## config.mk

```make
export PLATFORM = sky130hd
export DESIGN_NAME = led_scan_ctrl
export DESIGN_NICKNAME = d
export VERILOG_FILES = /design/src/rtl/led_panel_pkg.sv /design/src/rtl/led_fb_ram.sv /design/src/rtl/led_scan_ctrl.sv
export SDC_FILE = /design/constraint.sdc
export NUM_CORES = 1
export LEC_CHECK = 0
export BUFFER_PORTS_ARGS = -buffer_cell sky130_fd_sc_hd__buf_4
export CAP_MARGIN = 20
export CORE_MARGIN = 5
export CORE_UTILIZATION = 67
export CTS_CLUSTER_SIZE = 14
export DETAILED_ROUTE_END_ITERATION = 7
export PLACE_DENSITY = 0.84
export SLEW_MARGIN = 25
export SYNTH_ARGS = -nofsm -noshare
export SYNTH_HDL_FRONTEND = slang
export SYNTH_SLANG_ARGS = --single-unit
```

## constraint.sdc

```tcl
create_clock -name CLK -period 5.05 [get_ports CLK]
set_input_delay 1.2625 -clock CLK [delete_from_list [all_inputs] [get_ports CLK]]
set_output_delay 1.2625 -clock CLK [all_outputs]
set_load 0.01 [all_outputs]
```

## src/rtl/led_panel_pkg.sv

```systemverilog
// Shared types and defaults for the LED panel scan controller.
package led_panel_pkg;

  localparam int unsigned COLS_DEF      = 32;
  localparam int unsigned ROWS_DEF      = 4;
  localparam int unsigned ON_CYCLES_DEF = 64;

  // One pixel, packed as {r,g,b}.
  typedef logic [2:0] pixel_t;

  // The state names the action taken on the next tick.
  typedef enum logic [1:0] {
    StShiftLo,
    StShiftHi,
    StLatch,
    StDisplay
  } scan_state_e;

  // Counter width that never collapses to zero bits.
  function automatic int unsigned clog2_min1(input int unsigned n);
    return (n > 1) ? $clog2(n) : 1;
  endfunction

endpackage

```

## src/rtl/led_fb_ram.sv

```systemverilog
// Framebuffer: one write port and one registered read port. Reading and writing the
// same word in one cycle returns the old contents.
module led_fb_ram
  import led_panel_pkg::*;
#(
  parameter int unsigned Depth = 128,
  parameter int unsigned Aw    = 7
) (
  input  logic          CLK,
  input  logic          rst,
  input  logic          we_i,
  input  logic [Aw-1:0] waddr_i,
  input  pixel_t        wdata_i,
  input  logic          re_i,
  input  logic [Aw-1:0] raddr_i,
  output pixel_t        rdata_o
);

  pixel_t mem_q [Depth];
  pixel_t rdata_q, rdata_d;

  // Storage write; contents survive reset.
  always_ff @(posedge CLK) begin
    if (we_i) begin
      mem_q[waddr_i] <= wdata_i;
    end
  end

  // Read register only loads when a fetch is requested, otherwise holds.
  always_comb begin
    rdata_d = rdata_q;
    if (re_i) begin
      rdata_d = mem_q[raddr_i];
    end
  end

  // Read register state.
  always_ff @(posedge CLK) begin
    if (rst) begin
      rdata_q <= '0;
    end else begin
      rdata_q <= rdata_d;
    end
  end

  assign rdata_o = rdata_q;

endmodule

```

## src/rtl/led_scan_ctrl.sv

```systemverilog
// HUB75-style row scan controller. Each row: shift COLS pixels, latch, then light the
// row for ON_CYCLES ticks. Define LED_SCAN_DOUBLE_BUFFER_EN for front/back banks with
// swap at frame end; otherwise a single bank is written and displayed directly.
module led_scan_ctrl
  import led_panel_pkg::*;
#(
  parameter int unsigned COLS      = COLS_DEF,
  parameter int unsigned ROWS      = ROWS_DEF,
  parameter int unsigned ON_CYCLES = ON_CYCLES_DEF
) (
  input  logic                             CLK,
  input  logic                             rst,
  input  logic                             tick,
  input  logic                             wr_en,
  // One spare code point so an out-of-range address can be presented and rejected.
  input  logic [$clog2(ROWS*COLS+1)-1:0]   wr_addr,
  input  logic [2:0]                       wr_data,
  input  logic                             swap_req,
  output logic                             swap_ack,
  output logic                             frame_start,
  output logic                             red,
  output logic                             green,
  output logic                             blue,
  output logic                             sclk,
  output logic                             latch,
  output logic                             blank,
  output logic                             a,
  output logic                             b
);

  localparam int unsigned Pixels = ROWS * COLS;
`ifdef LED_SCAN_DOUBLE_BUFFER_EN
  localparam int unsigned Banks = 2;
`else
  localparam int unsigned Banks = 1;
`endif
  localparam int unsigned Depth = Banks * Pixels;
  localparam int unsigned RamAw = clog2_min1(Depth);
  localparam int unsigned Cw    = clog2_min1(COLS);
  localparam int unsigned Dw    = clog2_min1(ON_CYCLES);

  scan_state_e    state_q, state_d;
  logic [1:0]     row_q, row_d;
  logic [Cw-1:0]  col_q, col_d;
  logic [Dw-1:0]  cnt_q, cnt_d;
  logic           sclk_q, sclk_d;
  logic           latch_q, latch_d;
  logic           blank_q, blank_d;
  logic [1:0]     ba_q, ba_d;
  logic           frame_start_q, frame_start_d;

  logic             rd_en, rd_bank, wr_bank, wr_ok;
  logic [RamAw-1:0] rd_idx, wr_idx;
  pixel_t           pix;

`ifdef LED_SCAN_DOUBLE_BUFFER_EN
  logic front_q, front_d;
  logic swap_ack_q, swap_ack_d;
  logic frame_end;

  assign frame_end = tick && (state_q == StDisplay) && (row_q == 2'd3) &&
                     (cnt_q == Dw'(ON_CYCLES - 1));

  // Banks exchange only on the last lit tick of row 3, so a frame never mixes banks.
  always_comb begin
    front_d    = front_q;
    swap_ack_d = 1'b0;
    if (frame_end && swap_req) begin
      front_d    = ~front_q;
      swap_ack_d = 1'b1;
    end
  end

  // Bank select and acknowledge registers.
  always_ff @(posedge CLK) begin
    if (rst) begin
      front_q    <= 1'b0;
      swap_ack_q <= 1'b0;
    end else begin
      front_q    <= front_d;
      swap_ack_q <= swap_ack_d;
    end
  end

  assign rd_bank  = front_q;
  assign wr_bank  = ~front_q;
  assign swap_ack = swap_ack_q;
`else
  logic unused_swap_req;
  assign unused_swap_req = swap_req;
  assign rd_bank  = 1'b0;
  assign wr_bank  = 1'b0;
  assign swap_ack = 1'b0;
`endif

  assign wr_ok  = wr_en && !rst && (32'(wr_addr) < Pixels);
  assign wr_idx = RamAw'(32'(wr_bank) * Pixels + 32'(wr_addr));
  assign rd_idx = RamAw'(32'(rd_bank) * Pixels + 32'(row_q) * COLS + 32'(col_q));

  led_fb_ram #(
    .Depth (Depth),
    .Aw    (RamAw)
  ) u_fb_ram (
    .CLK     (CLK),
    .rst     (rst),
    .we_i    (wr_ok),
    .waddr_i (wr_idx),
    .wdata_i (wr_data),
    .re_i    (rd_en),
    .raddr_i (rd_idx),
    .rdata_o (pix)
  );

  // Scan sequencer: on each tick perform the current state's action and pick the next.
  always_comb begin
    state_d       = state_q;
    row_d         = row_q;
    col_d         = col_q;
    cnt_d         = cnt_q;
    sclk_d        = sclk_q;
    latch_d       = latch_q;
    blank_d       = blank_q;
    ba_d          = ba_q;
    frame_start_d = 1'b0;
    rd_en         = 1'b0;
    if (tick) begin
      unique case (state_q)
        StShiftLo: begin
          sclk_d        = 1'b0;
          latch_d       = 1'b0;
          blank_d       = 1'b1;
          rd_en         = 1'b1;
          frame_start_d = (row_q == 2'd0) && (col_q == '0);
          state_d       = StShiftHi;
        end
        StShiftHi: begin
          sclk_d  = 1'b1;
          latch_d = 1'b0;
          blank_d = 1'b1;
          if (col_q == Cw'(COLS - 1)) begin
            state_d = StLatch;
          end else begin
            col_d   = col_q + 1'b1;
            state_d = StShiftLo;
          end
        end
        StLatch: begin
          sclk_d  = 1'b0;
          latch_d = 1'b1;
          blank_d = 1'b1;
          ba_d    = row_q;
          state_d = StDisplay;
        end
        StDisplay: begin
          sclk_d  = 1'b0;
          latch_d = 1'b0;
          blank_d = 1'b0;
          if (cnt_q == Dw'(ON_CYCLES - 1)) begin
            cnt_d   = '0;
            col_d   = '0;
            row_d   = row_q + 2'd1;
            state_d = StShiftLo;
          end else begin
            cnt_d = cnt_q + 1'b1;
          end
        end
        default: state_d = StShiftLo;
      endcase
    end
  end

  // Sequencer and panel drive registers.
  always_ff @(posedge CLK) begin
    if (rst) begin
      state_q       <= StShiftLo;
      row_q         <= 2'd0;
      col_q         <= '0;
      cnt_q         <= '0;
      sclk_q        <= 1'b0;
      latch_q       <= 1'b0;
      blank_q       <= 1'b1;
      ba_q          <= 2'd0;
      frame_start_q <= 1'b0;
    end else begin
      state_q       <= state_d;
      row_q         <= row_d;
      col_q         <= col_d;
      cnt_q         <= cnt_d;
      sclk_q        <= sclk_d;
      latch_q       <= latch_d;
      blank_q       <= blank_d;
      ba_q          <= ba_d;
      frame_start_q <= frame_start_d;
    end
  end

  assign red         = pix[2];
  assign green       = pix[1];
  assign blue        = pix[0];
  assign sclk        = sclk_q;
  assign latch       = latch_q;
  assign blank       = blank_q;
  assign a           = ba_q[0];
  assign b           = ba_q[1];
  assign frame_start = frame_start_q;

endmodule

```

==> key figures <==
Synth
  • EDFF count, synth: 384
  • Cells after Synth: 1013
  • Distinct cells, synth: 49
  • Synthesized area: 16700 sq um
  • Post-Syn Nets: 1034
  • Avg Cell Area, Syn: 16.5 sq um
  • Register area share after synthesis: 72.0%
  • Yosys Warn Count: 0
  • Synth async-reset ratio: 0%
  • #FFs+latches synth: 408
  • Synth Flop Type: edfxtp_1

Setup path
  • Worst r2r src: col_q[3]
  • FF-to-FF path depth: 6
  • Critical path required time: 5.25 ns
  • WP data arrival: 3.32 ns
  • CP peak stage delay: 1.00 ns
  • Crit-path slowest cell: or4b_2
  • CP Cell Sequence: buf_4 -> or3b_2 -> or4b_2 -> nor2_1
  • Crit Path Category: in2reg
  • Critical Path Start Type: input port
  • FF-to-FF setup slack: 2.07 ns
  • Crit. Startpoint: wr_addr[2]
  • CP endpoint kind: flip-flop
  • Worst Setup EP: u_fb_ram.mem_q[105][2]
  • Worst r2r dst: u_fb_ram.rdata_o[2]
  • Worst-path fanout max: 14

Timing
  • Fmax: 321 MHz
  • Max-slew violations: 0
  • Clock skew: 0.0129 ns
  • Hold Vio Cnt, Final: 0
  • RSZ-0062 raised after global routing: no
  • Minimum clock period: 3.12 ns
  • Tcrit/Tclk final: 61.8%
  • TNS Setup: 0 ns
  • Worst rel slew slack: 29.5%
  • Worst-Margin Slew: 1.03 ns
  • Final setup fails: 0

Global route
  • First-pass GRT wire length: 55900 um
  • Antenna violations before repair: 0
  • Global route hottest layer: met2
  • GRT Util Overall: 26.4%
  • Grt met2 use: 43.6%
  • Pin count of the biggest net entering global routing: 94
  • Number of global-route vias before repair: 9474
  • Grt met1 use: 34.8%
  • Met3 Usage GRT: 6.33%
  • Overflow after GRT: 0

Detailed routing
  • Starting DRT DRC Count: 1429
  • Vias per cell: 6.77
  • # DRC: 0
  • Final wirelength: 37100 um
  • Vias post-DR: 9422
  • DR WL/cell: 26.7 um
  • Post-DRT Antenna Nets: 0
  • Drt first pass iters: 7

Finish
  • Layout cell share with drive strength beyond 1: 17.4%
  • Final non-filler cell area: 18400 sq um
  • Footprint of the multi-input gates: 4310 sq um
  • Fillers: 1338
  • # nets final: 1056
  • Synth-to-Final Area Change: 10.0%
  • Register area: 12000 sq um

Floorplan
  • Die ar.: 28200 sq um
  • I/O pins: 26
  • Starting Density: 68.4%
  • DIE HEIGHT: 168 um
  • Core box area: 24400 sq um
  • # rows: 57
  • Chip width: 168 um

Clock network
  • Clock sink total: 408
  • CTS Buf Count: 39
  • Hold_buf cts: 0
  • Root buf cell: clkbuf_16
  • Clk_lat worst skew: 0.53 ns
  • CTS resizes: 0
  • Clock buffer depth: 3
  • Reg clk slew, reported paths: 0.06 ns
  • CTS tree: yes
  • Post-CTS Setup Inserts: 0
  • CTS H-tree depth: 2

Place
  • Port bufs: 23
  • Placed inst area: 17100 sq um
  • DPL Wire Length: 21600 um
  • Gpl congestion: 0.833

Power and ir drop
  • PwrDens: 374 nW/um^2
  • Seq pwr share: 54.3%
  • Max VDD drop: 0.366 mV
  • Leakage: 5.55 nW
  • Sw Pwr: 1.39 mW
  • Switching share of total power: 20.3%
  • Internal Power: 5.47 mW
  • Combinational share of power: 3.8%
  • Clock power frac: 41.9%

Min path
  • Hold wc startpoint: sclk
  • Worst hold path type: reg2reg

Run
  • MaxCap Viol Count: 0

Outcome
  • Status: complete, no violations
==> worst min-delay path by stage <==
stage	slack, ns	to	cells after the start
after floorplan	0.45	cnt_q[5]	2
after global placement	0.46	sclk	2
after detailed placement	0.47	sclk	2
after CTS	0.48	sclk	2
after global routing	0.51	latch	2
final	0.47	sclk	2
==> worst max-delay path, delay by kind of cell <==
kind	cells	cell delay, ns
and+or+nand+nor	3	1.89
buffers and inverters	1	0.16
==> final cells by class <==
class | instances | share of cell area (%)
timing repair buffer | 42 | 1.79
multi-input combinational | 538 | 23.5
clock inverter | 17 | 0.961
inverter | 6 | 0.123
tap | 324 | 2.21
antenna | 2 | 0.0273
clock buffer | 55 | 5.93
sequential | 408 | 65.5
==> state kept, by name, summed over array words and instances, names as in the netlist, named ones only <==
name / count
state_q: 1
ba_q: 2
blank: 1
latch: 1
u_fb_ram.rdata_o: 3
row_q: 2
sclk: 1
cnt_q: 6
frame_start: 1
col_q: 5
u_fb_ram.mem_q: 384
==> power groups by stage <==
| stage | clock (mW) | sequential (mW) | combinational, mW |
|---|---|---|---|
| 6_report | 2.88 | 3.73 | 0.263 |
| 3_5_place_dp | 0 | 3.80 | 0.257 |
| 2_1_floorplan | 0 | 3.79 | 0.163 |
| 5_1_grt | 3.06 | 3.73 | 0.280 |
| 3_3_place_gp | 0 | 3.80 | 0.249 |
| 4_1_cts | 2.89 | 3.73 | 0.261 |
==> per-stage QoR <==
step	setup WS (ns)	power, mW	util [%]	hold slack (ns)	instances
6_report	1.93	6.87	75.2	0.474	1392
5_1_grt	1.88	7.07	75.2	0.515	1390
4_1_cts	1.87	6.88	75.2	0.483	1390
3_5_place_dp	1.30	4.06	70.0	0.475	1318
3_3_place_gp	1.40	4.05	70.0	0.455	1318
2_1_floorplan	2.00	3.95	-	0.454	1013
==> cell families (layout without fill, tap and decap cells) <==
kind of cell | Yosys count | count (layout) | synth area share (%)
flops | 408 | 408 | 72.0
simple gates | 310 | 310 | 8.38
mux | 125 | 125 | 13.0
compound gates | 90 | 90 | 3.63
buf+inv | 67 | 120 | 2.18
xor+xnor | 7 | 7 | 0.368
fa+ha+maj | 5 | 5 | 0.375
other cells | 1 | 3 | 0.0225
==> cells in the mapped netlist (6+ instances only) <==
cell      count  share of area, %
clkbuf_1     31              0.70
nand2_1      44              0.99
buf_2        12              0.36
a211oi_1     11              0.50
dfxtp_1      24               2.9
buf_4         7              0.32
o22ai_1      18              0.68
a21oi_1      17              0.51
nand4_1      11              0.41
a31oi_1       9              0.34
and2_1        6              0.23
o21ai_0      10              0.30
nand3b_1      6              0.27
nor2_1      168               3.8
nand2b_1      8              0.30
mux2_2        8              0.54
o221ai_1     10              0.53
nor4_1        8              0.30
mux2i_1      44               2.6
nand3_1      26              0.78
mux4_2       73               9.9
edfxtp_1    384                69
nor2b_1      12              0.45
==> placed cells by master, fill, tap and decap left out, types with 9 or more instances in the layout <==
cell type,netlist,final
buf_4,7,41
o221ai_1,10,10
nand4_1,11,11
o22ai_1,18,18
edfxtp_1,384,384
clkbuf_1,31,13
nand3_1,26,26
a21oi_1,17,17
o21ai_0,10,10
a211oi_1,11,11
clkbuf_16,0,41
dfxtp_1,24,21
nand2_1,44,44
a31oi_1,9,9
mux2i_1,44,44
nor2_1,168,168
mux4_2,73,73
nor2b_1,12,12
==> routing by layer <==
layer,vias to the layer above,routed length (um)
met3,127,3820
met1,4675,13300
met2,613,18600
met4,0,1440
met5,-,0
li1,4007,-
Power figures use the tool's default switching activity.
